**config.mk**
```make
export PLATFORM = sky130hd
export DESIGN_NAME = fp2int_unit
export DESIGN_NICKNAME = d
export VERILOG_FILES = /design/src/rtl/fp_pkg.sv /design/src/rtl/fp_classify.sv /design/src/rtl/fp2int_unit.sv
export SDC_FILE = /design/constraint.sdc
export NUM_CORES = 1
export LEC_CHECK = 0
export ABC_AREA = 1
export CORE_MARGIN = 3
export CORE_UTILIZATION = 56
export DETAILED_ROUTE_END_ITERATION = 10
export PLACE_DENSITY_LB_ADDON = 0.2
export SYNTH_ARGS = -nofsm -noshare
export SYNTH_HDL_FRONTEND = slang
export SYNTH_SLANG_ARGS = --single-unit
```
**constraint.sdc**
```tcl
create_clock -name clk -period 2.95 [get_ports clk]
set_input_delay 0.295 -clock clk [delete_from_list [all_inputs] [get_ports clk]]
set_output_delay 0.295 -clock clk [all_outputs]
set_load 0.1 [all_outputs]
```
**src/rtl/fp_pkg.sv**
```systemverilog
// Shared single-precision floating-point definitions: field layout, exponent
// constants and the fp2int_unit FSM states.
package fp_pkg;

   localparam int unsigned EXP_BIAS   = 127;
   localparam logic [7:0]  FP_EXP_MAX = 8'd255;

   typedef struct packed {
      logic        sign;
      logic [7:0]  exp;
      logic [22:0] frac;
   } fp32_t;

   typedef enum logic [2:0] {
      ST_IDLE,
      ST_UNPACK,
      ST_SHIFT,
      ST_FINISH,
      ST_DONE
   } fp2int_state_e;

endpackage

```
**src/rtl/fp_classify.sv**
```systemverilog
// Combinational special-value detection for a packed single-precision word.
module fp_classify
   import fp_pkg::*;
(
   input  fp32_t op,
   output logic  is_nan,
   output logic  is_inf,
   output logic  is_zero,
   output logic  is_denorm
);

   logic exp_max;
   logic exp_min;
   logic frac_nz;

   assign exp_max   = (op.exp == FP_EXP_MAX);
   assign exp_min   = (op.exp == 8'd0);
   assign frac_nz   = (op.frac != 23'd0);

   assign is_nan    = exp_max &  frac_nz;
   assign is_inf    = exp_max & ~frac_nz;
   assign is_zero   = exp_min & ~frac_nz;
   assign is_denorm = exp_min &  frac_nz;

endmodule

```
**src/rtl/fp2int_unit.sv**
```systemverilog
// Iterative float32 -> signed INT_W converter, one significand shift per cycle.
// Define FP2INT_ROUND_NEAREST_EN for round-to-nearest-even; default truncates.
module fp2int_unit #(
   parameter int unsigned INT_W    = 32,
   parameter int unsigned EXP_BIAS = fp_pkg::EXP_BIAS
) (
   input  logic             clk,
   input  logic             rst_n,
   input  logic             in_valid,
   output logic             in_ready,
   input  logic [31:0]      dataA,
   output logic             out_valid,
   input  logic             out_ready,
   output logic [INT_W-1:0] dataR,
   output logic             flag_invalid,
   output logic             flag_overflow,
   output logic             flag_inexact
);

   import fp_pkg::*;

   localparam int unsigned       MAG_W     = ((INT_W > 24) ? INT_W : 24) + 1;
   localparam logic [INT_W-1:0]  POS_MAX   = {1'b0, {(INT_W-1){1'b1}}};
   localparam logic [INT_W-1:0]  NEG_MIN   = {1'b1, {(INT_W-1){1'b0}}};
   localparam logic [MAG_W-1:0]  MAG_LIMIT = MAG_W'(1) << (INT_W - 1);
   localparam logic signed [9:0] E_SAT     = 10'(INT_W - 1);

   fp2int_state_e state_q, state_d;

   fp32_t            op_q;
   logic             sign_q;
   logic [MAG_W-1:0] mag_q;
   logic             guard_q, sticky_q, left_q;
   logic [4:0]       cnt_q;
   logic             fixed_q;
   logic [INT_W-1:0] fixed_val_q;
   logic             invalid_q, overflow_q, inexact_q;

   logic is_nan, is_inf, is_zero, is_denorm;

   fp_classify u_classify (
      .op        (op_q),
      .is_nan    (is_nan),
      .is_inf    (is_inf),
      .is_zero   (is_zero),
      .is_denorm (is_denorm)
   );

   logic signed [9:0] e_v;
   assign e_v = $signed({2'b00, op_q.exp}) - $signed(10'(EXP_BIAS));

   // Unpack decode: special results bypass the shifter through the fixed_* path.
   logic             u_fixed, u_inv, u_ovf, u_inex, u_guard, u_sticky, u_left;
   logic [INT_W-1:0] u_fixed_val;
   logic [MAG_W-1:0] u_mag;
   logic [4:0]       u_cnt;

   always_comb begin
      u_fixed     = 1'b0;
      u_fixed_val = '0;
      u_inv       = 1'b0;
      u_ovf       = 1'b0;
      u_inex      = 1'b0;
      u_guard     = 1'b0;
      u_sticky    = 1'b0;
      u_left      = 1'b0;
      u_cnt       = '0;
      u_mag       = '0;
      u_mag[23:0] = {1'b1, op_q.frac};
      if (is_nan) begin
         u_fixed     = 1'b1;
         u_fixed_val = POS_MAX;
         u_inv       = 1'b1;
      end else if (is_inf) begin
         u_fixed     = 1'b1;
         u_fixed_val = op_q.sign ? NEG_MIN : POS_MAX;
         u_ovf       = 1'b1;
      end else if (is_zero || is_denorm) begin
         u_mag    = '0;
         u_sticky = is_denorm;
      end else if (e_v < 10'sd0) begin
         u_mag    = '0;
         u_guard  = (e_v == -10'sd1);
         u_sticky = (op_q.frac != 23'd0);
         u_inex   = 1'b1;
      end else if (e_v >= E_SAT) begin
         u_fixed = 1'b1;
         if (op_q.sign && (e_v == E_SAT) && (op_q.frac == 23'd0)) begin
            u_fixed_val = NEG_MIN;
         end else begin
            u_fixed_val = op_q.sign ? NEG_MIN : POS_MAX;
            u_ovf       = 1'b1;
         end
      end else if (e_v < 10'sd23) begin
         u_cnt = 5'(10'sd23 - e_v);
      end else if (e_v > 10'sd23) begin
         u_cnt  = 5'(e_v - 10'sd23);
         u_left = 1'b1;
      end
   end

   logic             rnd_inc;
   logic [MAG_W-1:0] mag_rnd;
   logic [INT_W-1:0] f_res;
   logic             f_ovf;

   always_comb begin
`ifdef FP2INT_ROUND_NEAREST_EN
      rnd_inc = guard_q & (sticky_q | mag_q[0]);
`else
      rnd_inc = 1'b0;
`endif
      mag_rnd = mag_q + MAG_W'(rnd_inc);
      f_res   = '0;
      f_ovf   = overflow_q;
      if (fixed_q) begin
         f_res = fixed_val_q;
      end else if (!sign_q && (mag_rnd >= MAG_LIMIT)) begin
         f_res = POS_MAX;
         f_ovf = 1'b1;
      end else if (sign_q) begin
         f_res = -mag_rnd[INT_W-1:0];
      end else begin
         f_res = mag_rnd[INT_W-1:0];
      end
   end

   always_ff @(posedge clk) begin
      if (!rst_n) state_q <= ST_IDLE;
      else        state_q <= state_d;
   end

   always_comb begin
      state_d = state_q;
      case (state_q)
         ST_IDLE:   if (in_valid) state_d = ST_UNPACK;
         ST_UNPACK: state_d = (u_fixed || (u_cnt == 5'd0)) ? ST_FINISH : ST_SHIFT;
         ST_SHIFT:  if (cnt_q == 5'd1) state_d = ST_FINISH;
         ST_FINISH: state_d = ST_DONE;
         ST_DONE:   if (out_ready) state_d = ST_IDLE;
         default:   state_d = ST_IDLE;
      endcase
   end

   assign in_ready  = (state_q == ST_IDLE);
   assign out_valid = (state_q == ST_DONE);

   always_ff @(posedge clk) begin
      if (!rst_n) begin
         op_q          <= '0;
         sign_q        <= 1'b0;
         mag_q         <= '0;
         guard_q       <= 1'b0;
         sticky_q      <= 1'b0;
         left_q        <= 1'b0;
         cnt_q         <= '0;
         fixed_q       <= 1'b0;
         fixed_val_q   <= '0;
         invalid_q     <= 1'b0;
         overflow_q    <= 1'b0;
         inexact_q     <= 1'b0;
         dataR         <= '0;
         flag_invalid  <= 1'b0;
         flag_overflow <= 1'b0;
         flag_inexact  <= 1'b0;
      end else begin
         case (state_q)
            ST_IDLE: if (in_valid) op_q <= dataA;
            ST_UNPACK: begin
               sign_q      <= op_q.sign;
               mag_q       <= u_mag;
               guard_q     <= u_guard;
               sticky_q    <= u_sticky;
               left_q      <= u_left;
               cnt_q       <= u_cnt;
               fixed_q     <= u_fixed;
               fixed_val_q <= u_fixed_val;
               invalid_q   <= u_inv;
               overflow_q  <= u_ovf;
               inexact_q   <= u_inex;
            end
            ST_SHIFT: begin
               cnt_q <= cnt_q - 5'd1;
               if (left_q) begin
                  mag_q <= mag_q << 1;
               end else begin
                  mag_q    <= mag_q >> 1;
                  guard_q  <= mag_q[0];
                  sticky_q <= sticky_q | guard_q;
               end
            end
            ST_FINISH: begin
               dataR         <= f_res;
               flag_invalid  <= invalid_q;
               flag_overflow <= f_ovf;
               flag_inexact  <= inexact_q | guard_q | sticky_q;
            end
            default: ;
         endcase
      end
   end

endmodule
```
==> flow_metrics.env, run 1 <==
export IMPL_maxCapViolCount=0
export IMPL_power_density_nw_per_um2=870
export IMPL_syn_cell_area_um2=6220
export IMPL_cp_data_required_time_ns=3.41
export IMPL_numCtsBuffers=17
export IMPL_clock_skew_ns=0.00943
export IMPL_gr_total_overflow=0
export IMPL_switching_share=0.418
export IMPL_wire_per_inst_um=15.1
export IMPL_rr_endpoint="state_q[0]$_SDFFE_PN0P_"
export IMPL_seqPwrFrac=0.330
export IMPL_cts_buffer_depth=2
export IMPL_ff2ff_setup_slack_ns=0.29
export IMPL_cts_sinks=118
export IMPL_holdCritPathClass="in2reg"
export IMPL_layout_commonest_cell="nand2_1"
export IMPL_worstMarginPinSlew_ns=0.866
export IMPL_status="complete, no violations"
export IMPL_dr_pass1_iters=5
export IMPL_drc=0
export IMPL_holdPathEnd="dataR[18]$_SDFFE_PN0P_"
export IMPL_min_path_cells=3
export IMPL_worstSetupPathType="reg2reg"
export IMPL_avgSynthCellArea_um2=7.02
export IMPL_reg2reg_from="op_q[23]$_SDFFE_PN0P_"
export IMPL_crit_path_start_kind="flop"
export IMPL_combPwrFrac=0.370
export IMPL_ios=73
export IMPL_area_delta_synth_final_pct=19.7
export IMPL_die_x_um=111
export IMPL_drive_gt1_frac=0.134
export IMPL_timing_critical_path_arrival_ns=3.12
export IMPL_startpoint="op_q[23]$_SDFFE_PN0P_"
export IMPL_drt_initial_drc_count=709
export IMPL_grt_pass1_vias=5749
export IMPL_fmax_mhz=376
export IMPL_leakagePower_nw=3.02
export IMPL_yosys_top_cells_area="dfxtp_1 38%, o21ai_0 9.2%, nand2_1 9.1%"
export IMPL_tns_ns=0
export IMPL_synthCells=886
export IMPL_finalCritPeriodShare=0.902
export IMPL_h_tree_depth=4
export IMPL_min_period_ns=2.66
export IMPL_synth_compound_area_share=0.250
export IMPL_synth_simple_area_share=0.242
export IMPL_final_hold_viol_count=0
export IMPL_p_sw_mw=2.70
export IMPL_vdd_drop_max_uv=592
export IMPL_synth_fa_ha_area_frac=0.0181
export IMPL_gr_usage_all_layers=0.266
export IMPL_drtAntennaViolNets=0
export IMPL_grt_start_max_net_pins=58
export IMPL_cts_hold_buffers=0
export IMPL_fillCellCount=884
export IMPL_nets=980
export IMPL_cts_root_buf="clkbuf_8"
export IMPL_finalPower_mw=6.47
export IMPL_synth_area_leader_cell="dfxtp_1"
export IMPL_die_y_um=111
export IMPL_relSlewSlack=0.422
export IMPL_n_antenna_cell=0
export IMPL_antenna_found_initial=0
export IMPL_synth_top_family_by_area="compound AO/OA/AOI/OAI gates"
export IMPL_r2r_cells=20
export IMPL_hpwl_um=11600
export IMPL_core_area_um2=10600
export IMPL_post_cts_buffers=0
export IMPL_yosysUniqueCellTypes=49
export IMPL_path_max_fanout=6
export IMPL_seq_area_frac_synth=0.380
export IMPL_ys_ff_latch=118
export IMPL_rsz0062_at_grt="no"
export IMPL_most_common_layout_cells="150 x nand2_1, 118 x dfxtp_1, 114 x o21ai_0, 90 x a21oi_1, 84 x inv_1"
export IMPL_routed_via_count=6238
export IMPL_grt_pass1_wl_um=27800
export IMPL_cts_clk_slew_worst_paths_ns=0.06
export IMPL_ys_warn_count=0
export IMPL_clkPwrFrac=0.300
export IMPL_cts_tree="done"
export IMPL_fp_dieArea_um2=12400
export IMPL_viasPerCell=5.77
export IMPL_yosysTopAreaCellShare=0.380
export IMPL_row_count=37
export IMPL_port_buffers=72
export IMPL_endpoint_kind="flop"
export IMPL_worstHoldStart="rst_n"
export IMPL_synth_xor_area_frac=0.0167
export IMPL_syn_nets=931
export IMPL_start_util=0.589
export IMPL_post_cts_resized=0
export IMPL_routed_wl_um=16400
export IMPL_clock_latency_ns=0.52
export IMPL_p_int_mw=3.77
export IMPL_synthMuxAreaShare=0
export IMPL_globalplace_congestion=0.954
export IMPL_setup_viol=0
export IMPL_final_max_slew_viol_count=0
per-stage QoR:
stage	worst slack (ns)	utilization	hold slack (ns)	area, um^2	std cells
2_1_floorplan	0.252	-	0.430	6220	886
3_3_place_gp	0.478	0.653	0.455	6890	1052
3_5_place_dp	0.365	0.653	0.460	6890	1052
4_1_cts	0.345	0.705	0.197	7440	1082
5_1_grt	0.0633	0.705	0.243	7440	1082
6_report	0.289	0.705	0.212	7440	1082
power by group through the flow:
stage	Clock (mW)	Sequential (mW)	Combinational, mW
after floorplan	0	2.49	1.46
after global placement	0	2.14	2.32
after detailed placement	0	2.15	2.36
after CTS	1.95	2.12	2.38
after global routing	2.03	2.17	2.64
final	1.94	2.13	2.40
flip-flops by register name, indices dropped and copies added (netlist names), 2 cells and up:
register     cells
cnt_q            5
dataR           32
fixed_val_q      2
mag_q           33
op_q            32
state_q          3
layout make-up:
| cell class | instances | area, um^2 | share of cell area |
|---|---|---|---|
| clock inverters | 10 | 106 | 0.0143 |
| multi-input cells | 619 | 3280 | 0.441 |
| repair buffers | 84 | 713 | 0.0958 |
| inverters | 95 | 364 | 0.0489 |
| well taps | 136 | 170 | 0.0229 |
| clock buffers | 20 | 445 | 0.0599 |
| flip-flops and latches | 118 | 2360 | 0.317 |
cell families after synthesis:
logic type,Yosys count
buffers and inverters,149
adder cells (fa/ha/maj),9
flip-flops,118
AO/OA/AOI/OAI,279
AND/OR/NAND/NOR,320
XOR/XNOR,11
cell usage after synthesis, drive strengths merged:
| master | number |
|---|---|
| inv | 93 |
| or2 | 4 |
| buf | 6 |
| xor2 | 10 |
| clkbuf | 48 |
| o211a | 1 |
| ha | 9 |
| nand3 | 62 |
| a21oi | 92 |
| xnor2 | 1 |
| o221ai | 1 |
| a211oi | 1 |
| o22ai | 5 |
| a41oi | 3 |
| nand4 | 16 |
| o211ai | 6 |
| dfxtp | 118 |
| a22oi | 16 |
| nor3 | 12 |
| nand3b | 2 |
| a31oi | 24 |
| o41ai | 1 |
| clkinv | 2 |
| a21o | 1 |
| a221oi | 4 |
| nor4 | 8 |
| o21ai | 121 |
| nor3b | 1 |
| o21bai | 1 |
| nor2 | 53 |
| nand2 | 162 |
| o31ai | 2 |
routing by layer:
layer / vias to the layer above / track usage / share of wire
li1: 3125 / - / -
met1: 2875 / 0.384 / 0.48
met2: 219 / 0.405 / 0.45
met3: 19 / 0.0505 / 0.061
met4: 0 / 0.0827 / 0.014
met5: - / 0 / 0
how the worst max path moves through the flow:
stage                     depth (start not counted)                      end
after floorplan                                   6    op_q[21]$_SDFFE_PN0P_
after global placement                           20  state_q[0]$_SDFFE_PN0P_
after detailed placement                         20  state_q[0]$_SDFFE_PN0P_
after CTS                                        20  state_q[0]$_SDFFE_PN0P_
after global routing                             20  state_q[0]$_SDFFE_PN0P_
final                                            20  state_q[0]$_SDFFE_PN0P_
critical path, stage by stage, from the launching register on:
cell and delay (ns):
dfxtp_1 0.42, ha_1 0.26, nand2_1 0.17, inv_1 0.12, nand3_1 0.07, nand2_1 0.15, inv_1 0.10, ha_1 0.21
inv_1 0.05, nor2_1 0.04, nor2_1 0.18, nand3_4 0.14, nand2_4 0.11, nand2_2 0.06, nand2_2 0.07, inv_2 0.03
o21ai_1 0.14, nand3_1 0.09, nand2_1 0.06, nand2_1 0.06, nor2_2 0.07
Power figures use the tool's default switching activity.
==> run 2: changes to the inputs <==
--- a/config.mk
+++ b/config.mk
@@ -9,7 +9,9 @@
 export CORE_MARGIN = 3
 export CORE_UTILIZATION = 56
 export DETAILED_ROUTE_END_ITERATION = 10
+export GPL_ROUTABILITY_DRIVEN = 0
 export PLACE_DENSITY_LB_ADDON = 0.2
 export SYNTH_ARGS = -nofsm -noshare
 export SYNTH_HDL_FRONTEND = slang
 export SYNTH_SLANG_ARGS = --single-unit
+export TNS_END_PERCENT = 1
==> run 2 against run 1 <==
Net effect: global-route usage about the same; utilization up 0.69 points; first-iteration DRC count up 6.1%; register-to-register slack about the same; sequential share of layout area down 0.31 points; cell area up 0.98%; largest cell class unchanged.
==> flow_metrics.env, run 2 (synthesis results as in run 1) <==
export IMPL_hpwl_um=11600
export IMPL_setup_viol=0
export IMPL_hold_worst_slack_ns=0.213
export IMPL_post_cts_resized=0
export IMPL_holdCritPathClass="in2reg"
export IMPL_combPwrFrac=0.359
export IMPL_top_regs="mag_q (33), dataR (32), op_q (32)"
export IMPL_gr_total_overflow=0
export IMPL_dr_pass1_iters=5
export IMPL_drc=0
export IMPL_maxCapViolCount=0
export IMPL_switching_share=0.403
export IMPL_nets=980
export IMPL_grt_start_max_net_pins=58
export IMPL_leakagePower_nw=3.05
export IMPL_cp_data_required_time_ns=3.41
export IMPL_cts_sinks=118
export IMPL_cts_hold_buffers=0
export IMPL_multi_input_area_um2=3280
export IMPL_start_util=0.589
export IMPL_timing_critical_path_arrival_ns=3.12
export IMPL_routed_wl_um=16600
export IMPL_p_sw_mw=2.70
export IMPL_crit_path_max_incr_delay_ns=0.42
export IMPL_grt_pass1_wl_um=27800
export IMPL_final_max_slew_viol_count=0
export IMPL_largest_reg_flops=33
export IMPL_status="complete, no violations"
export IMPL_crit_top_cell="nand2_1"
export IMPL_post_cts_buffers=0
export IMPL_wire_per_inst_um=15.4
export IMPL_area_delta_synth_final_pct=20.8
export IMPL_worstSetupPathType="reg2reg"
export IMPL_h_tree_depth=4
export IMPL_most_common_layout_cells="150 x nand2_1, 118 x dfxtp_1, 114 x o21ai_0, 90 x a21oi_1, 84 x inv_1"
export IMPL_path_max_fanout=6
export IMPL_seqPwrFrac=0.318
export IMPL_relSlewSlack=0.410
export IMPL_layout_commonest_cell="nand2_1"
export IMPL_critPathSlowestCell="dfxtp_1"
export IMPL_fillCellCount=882
export IMPL_p_int_mw=4.00
export IMPL_clock_latency_ns=0.53
export IMPL_crit_path_start_kind="flop"
export IMPL_cts_root_buf="clkbuf_8"
export IMPL_port_buffers=72
export IMPL_cts_clk_slew_worst_paths_ns=0.05
export IMPL_drive_gt1_frac=0.134
export IMPL_seq_area_um2=2360
export IMPL_die_y_um=111
export IMPL_routed_via_count=6384
export IMPL_vdd_drop_max_uv=715
export IMPL_fmax_mhz=376
export IMPL_core_area_um2=10600
export IMPL_rsz0062_at_grt="no"
export IMPL_crit_chain="ha_1, nand2_1, inv_1, nand3_1, nand2_1, inv_1, ha_1, inv_1, nor2_1, nor2_1, nand3_4, nand2_4, nand2_2, nand2_2, inv_2, o21ai_1, nand3_1, nand2_1, nand2_1, nor2_2"
export IMPL_clock_skew_ns=0.00572
export IMPL_largest_register="mag_q"
export IMPL_drtAntennaViolNets=0
export IMPL_worstMarginPinSlew_ns=0.885
export IMPL_power_density_nw_per_um2=892
export IMPL_viasPerCell=5.89
export IMPL_finalCritPeriodShare=0.901
export IMPL_grt_pass1_vias=5921
export IMPL_die_x_um=111
export IMPL_ios=73
export IMPL_numCtsBuffers=17
export IMPL_n_antenna_cell=0
export IMPL_row_count=37
export IMPL_drt_initial_drc_count=752
export IMPL_min_period_ns=2.66
export IMPL_cts_buffer_depth=2
export IMPL_antenna_found_initial=0
export IMPL_tns_ns=0
export IMPL_cts_tree="done"
export IMPL_fp_dieArea_um2=12400
export IMPL_gr_usage_all_layers=0.266
export IMPL_endpoint_kind="flop"
export IMPL_clkPwrFrac=0.323
export IMPL_final_hold_viol_count=0
## run 2: cell count changes in the layout (fill, tap and decap cells not counted)
cell / delta
clkbuf_8: +2
clkinv_2: -3
clkbuf_1: +2
bufinv_16: +2
clkinvlp_4: -1
## run 2: power by group through the flow
stage | Combinational [mW] | Clock [mW] | Sequential (mW)
2_1_floorplan | 1.46 | 0 | 2.49
3_3_place_gp | 2.30 | 0 | 2.13
3_5_place_dp | 2.35 | 0 | 2.14
4_1_cts | 2.39 | 2.19 | 2.12
5_1_grt | 2.65 | 2.27 | 2.16
6_report | 2.41 | 2.17 | 2.13
## run 2: critical path: cells and delay by family, from the launching register on
kind | cells | cell delay (ns)
simple gates | 13 | 1.24
fa+ha+maj | 2 | 0.44
flops | 1 | 0.42
buf+inv | 4 | 0.28
compound gates | 1 | 0.19
## run 2: stage by stage
stage | setup WS (ns) | cell area, um^2 | total power, mW | instances | util
2_1_floorplan | 0.252 | 6220 | 3.94 | 886 | -
6_report | 0.293 | 7510 | 6.71 | 1084 | 0.712
3_3_place_gp | 0.498 | 6890 | 4.43 | 1052 | 0.653
5_1_grt | 0.0190 | 7510 | 7.08 | 1084 | 0.712
4_1_cts | 0.322 | 7510 | 6.69 | 1084 | 0.712
3_5_place_dp | 0.383 | 6890 | 4.50 | 1052 | 0.653
## run 2: path summary, 6_finish.rpt
path,start,endpoint,slack (ns),cells after the start
worst max register to register,op_q[23]$_SDFFE_PN0P_,state_q[0]$_SDFFE_PN0P_,0.29,20
worst min register to register,op_q[19]$_SDFFE_PN0P_,op_q[19]$_SDFFE_PN0P_,0.48,2
worst max-delay path,op_q[23]$_SDFFE_PN0P_,state_q[0]$_SDFFE_PN0P_,0.29,20
worst min-delay path,rst_n,dataR[9]$_SDFFE_PN0P_,0.21,3
## run 2: area by class of cell
class / instances / share of cell area
multi-input cells: 619 / 0.437
flip-flops and latches: 118 / 0.314
repair buffers: 84 / 0.0949
clock buffers: 24 / 0.0639
inverters: 95 / 0.0485
well taps: 136 / 0.0226
clock inverters: 8 / 0.0191
## run 2: layer usage
layer / up-vias / routed length, um / GRT usage
met5: - / 0 / 0
met4: 0 / 359 / 0.102
met3: 36 / 1180 / 0.0549
met2: 254 / 7560 / 0.416
met1: 2967 / 7550 / 0.364
li1: 3127 / - / -
==> run 3: changes to the inputs <==
--- a/config.mk
+++ b/config.mk
@@ -7,7 +7,7 @@
 export LEC_CHECK = 0
 export ABC_AREA = 1
 export CORE_MARGIN = 3
-export CORE_UTILIZATION = 56
+export CORE_UTILIZATION = 61
 export DETAILED_ROUTE_END_ITERATION = 10
 export GPL_ROUTABILITY_DRIVEN = 0
 export PLACE_DENSITY_LB_ADDON = 0.2
==> constraint.sdc (replaced) <==
create_clock -name clk -period 3.2 [get_ports clk]
set_input_delay 0.32 -clock clk [delete_from_list [all_inputs] [get_ports clk]]
set_output_delay 0.32 -clock clk [all_outputs]
set_load 0.1 [all_outputs]
==> run 3 against run 2 <==
Net effect: cell area rose by 0.72%; total power fell by 7.5%; utilization rose by 5.5 points; fmax fell by 3.4%; via count rose by 2.4%; die area fell by 7.8%; sequential power fell by 8%; sequential share of layout area fell by 0.22 points; highest routed layer unchanged; setup slack improved by 0.16 ns; critical path depth did not move; first-iteration DRC count fell by 4.9%.
==> flow_metrics.env, run 3 (synthesis results as in run 1) <==
export IMPL_status="complete, no violations"
export IMPL_rsz0062_at_grt="no"
export IMPL_holdCritPathClass="in2reg"
export IMPL_cts_sinks=118
export IMPL_final_max_slew_viol_count=0
export IMPL_die_x_um=107
export IMPL_h_tree_depth=4
export IMPL_crit_top_cell="nand2_1"
export IMPL_layout_commonest_cell="nand2_1"
export IMPL_finalCritPeriodShare=0.859
export IMPL_leakagePower_nw=2.96
export IMPL_worstSetupPathType="reg2reg"
export IMPL_cts_hold_buffers=0
export IMPL_vdd_drop_max_uv=509
export IMPL_drive_gt1_frac=0.0963
export IMPL_area_delta_synth_final_pct=21.7
export IMPL_power_density_nw_per_um2=819
export IMPL_startpoint="op_q[23]$_SDFFE_PN0P_"
export IMPL_relSlewSlack=0.341
export IMPL_nets=977
export IMPL_grt_pass1_vias=5872
export IMPL_setup_viol=0
export IMPL_port_buffers=72
export IMPL_clock_skew_ns=0.00618
export IMPL_cts_root_buf="clkbuf_8"
export IMPL_fp_dieArea_um2=11400
export IMPL_cp_data_required_time_ns=3.66
export IMPL_grt_start_max_net_pins=71
export IMPL_path_max_fanout=6
export IMPL_fmax_mhz=364
export IMPL_cts_buffer_depth=2
export IMPL_min_period_ns=2.75
export IMPL_post_cts_buffers=0
export IMPL_crit_path_max_incr_delay_ns=0.45
export IMPL_drt_initial_drc_count=715
export IMPL_timing_critical_path_arrival_ns=3.21
export IMPL_die_y_um=107
export IMPL_largest_reg_flops=33
export IMPL_crit_chain="ha_1, nand2_1, inv_1, nand3_1, nand2_1, inv_1, ha_1, inv_1, nor2_1, nor2_1, nand3_4, nand3_1, nand2_1, nand2_1, inv_1, o21ai_1, nand3_1, nand2_1, nand2_1, nor2_2"
export IMPL_drc=0
export IMPL_endpoint_kind="flop"
export IMPL_worstHoldStart="dataA[21]"
export IMPL_dr_pass1_iters=5
export IMPL_n_antenna_cell=0
export IMPL_viasPerCell=6.06
export IMPL_crit_path_start_kind="flop"
export IMPL_drtAntennaViolNets=0
export IMPL_reg2reg_from="op_q[23]$_SDFFE_PN0P_"
export IMPL_hpwl_um=11400
export IMPL_clock_latency_ns=0.53
export IMPL_final_hold_viol_count=0
export IMPL_numCtsBuffers=17
export IMPL_largest_register="mag_q"
export IMPL_layout_setup_ws_ns=0.451
export IMPL_ios=73
export IMPL_cts_tree="done"
export IMPL_maxCapViolCount=0
export IMPL_fillCellCount=702
export IMPL_critPathSlowestCell="dfxtp_1"
export IMPL_grt_pass1_wl_um=28000
export IMPL_post_cts_resized=0
export IMPL_finalPower_mw=6.20
export IMPL_core_area_um2=9860
export IMPL_routed_wl_um=16900
export IMPL_wire_per_inst_um=15.7
export IMPL_placed_cell_area_um2=6950
export IMPL_routed_via_count=6537
export IMPL_post_place_ws_ns=0.614
export IMPL_gr_usage_all_layers=0.300
export IMPL_worstMarginPinSlew_ns=0.985
export IMPL_finalInstanceArea_um2=7570
export IMPL_most_common_layout_cells="150 x nand2_1, 118 x dfxtp_1, 114 x o21ai_0, 90 x a21oi_1, 84 x inv_1"
export IMPL_top_regs="mag_q (33), dataR (32), op_q (32)"
export IMPL_tns_ns=0
export IMPL_start_util=0.630
export IMPL_antenna_found_initial=0
export IMPL_row_count=36
export IMPL_gr_total_overflow=0
export IMPL_cts_clk_slew_worst_paths_ns=0.06
==> run 3: path summary, 6_finish.rpt <==
path                                    end  slack [ns]  depth (start not counted)
setup reg to reg    state_q[0]$_SDFFE_PN0P_        0.45                         20
hold / removal        op_q[21]$_SDFFE_PN0P_        0.37                          3
hold reg to reg   flag_invalid$_SDFFE_PN0P_        0.47                          2
setup / recovery    state_q[0]$_SDFFE_PN0P_        0.45                         20
==> run 3: layout make-up <==
cell class	instances	area, um^2	area share
Tap cell	133	166	0.0220
Sequential cell	118	2360	0.312
Timing Repair Buffer	81	778	0.103
Clock buffer	18	418	0.0552
Multi-Input combinational cell	619	3280	0.433
Clock inverter	14	199	0.0263
Inverter	95	364	0.0481
==> run 3: where the power goes <==
part / switching [mW] / internal, mW
sequential: 0.248 / 1.71
combinational: 1.61 / 0.640
clock: 0.717 / 1.27
total: 2.58 / 3.63
==> run 3: stage by stage <==
stage / util / hold WS [ns] / std cells
finish: 0.767 / 0.373 / 1078
detailed placement: 0.705 / 0.463 / 1046
CTS: 0.767 / 0.361 / 1078
global placement: 0.705 / 0.459 / 1046
global route: 0.767 / 0.374 / 1078
floorplan: - / 0.430 / 886
==> run 3: worst max-delay path: cells and delay by family, from the launching register on <==
kind | cells | cell delay (ns)
compound gates | 1 | 0.15
fa+ha+maj | 2 | 0.46
buf+inv | 4 | 0.34
flops | 1 | 0.45
simple gates | 13 | 1.28
==> run 3: routing by layer <==
metal,share of wire,GRT usage,vias to the layer above
li1,-,-,3127
met1,0.43,0.406,3006
met2,0.47,0.474,363
met3,0.080,0.0650,41
met4,0.022,0.104,0
met5,0,0,-
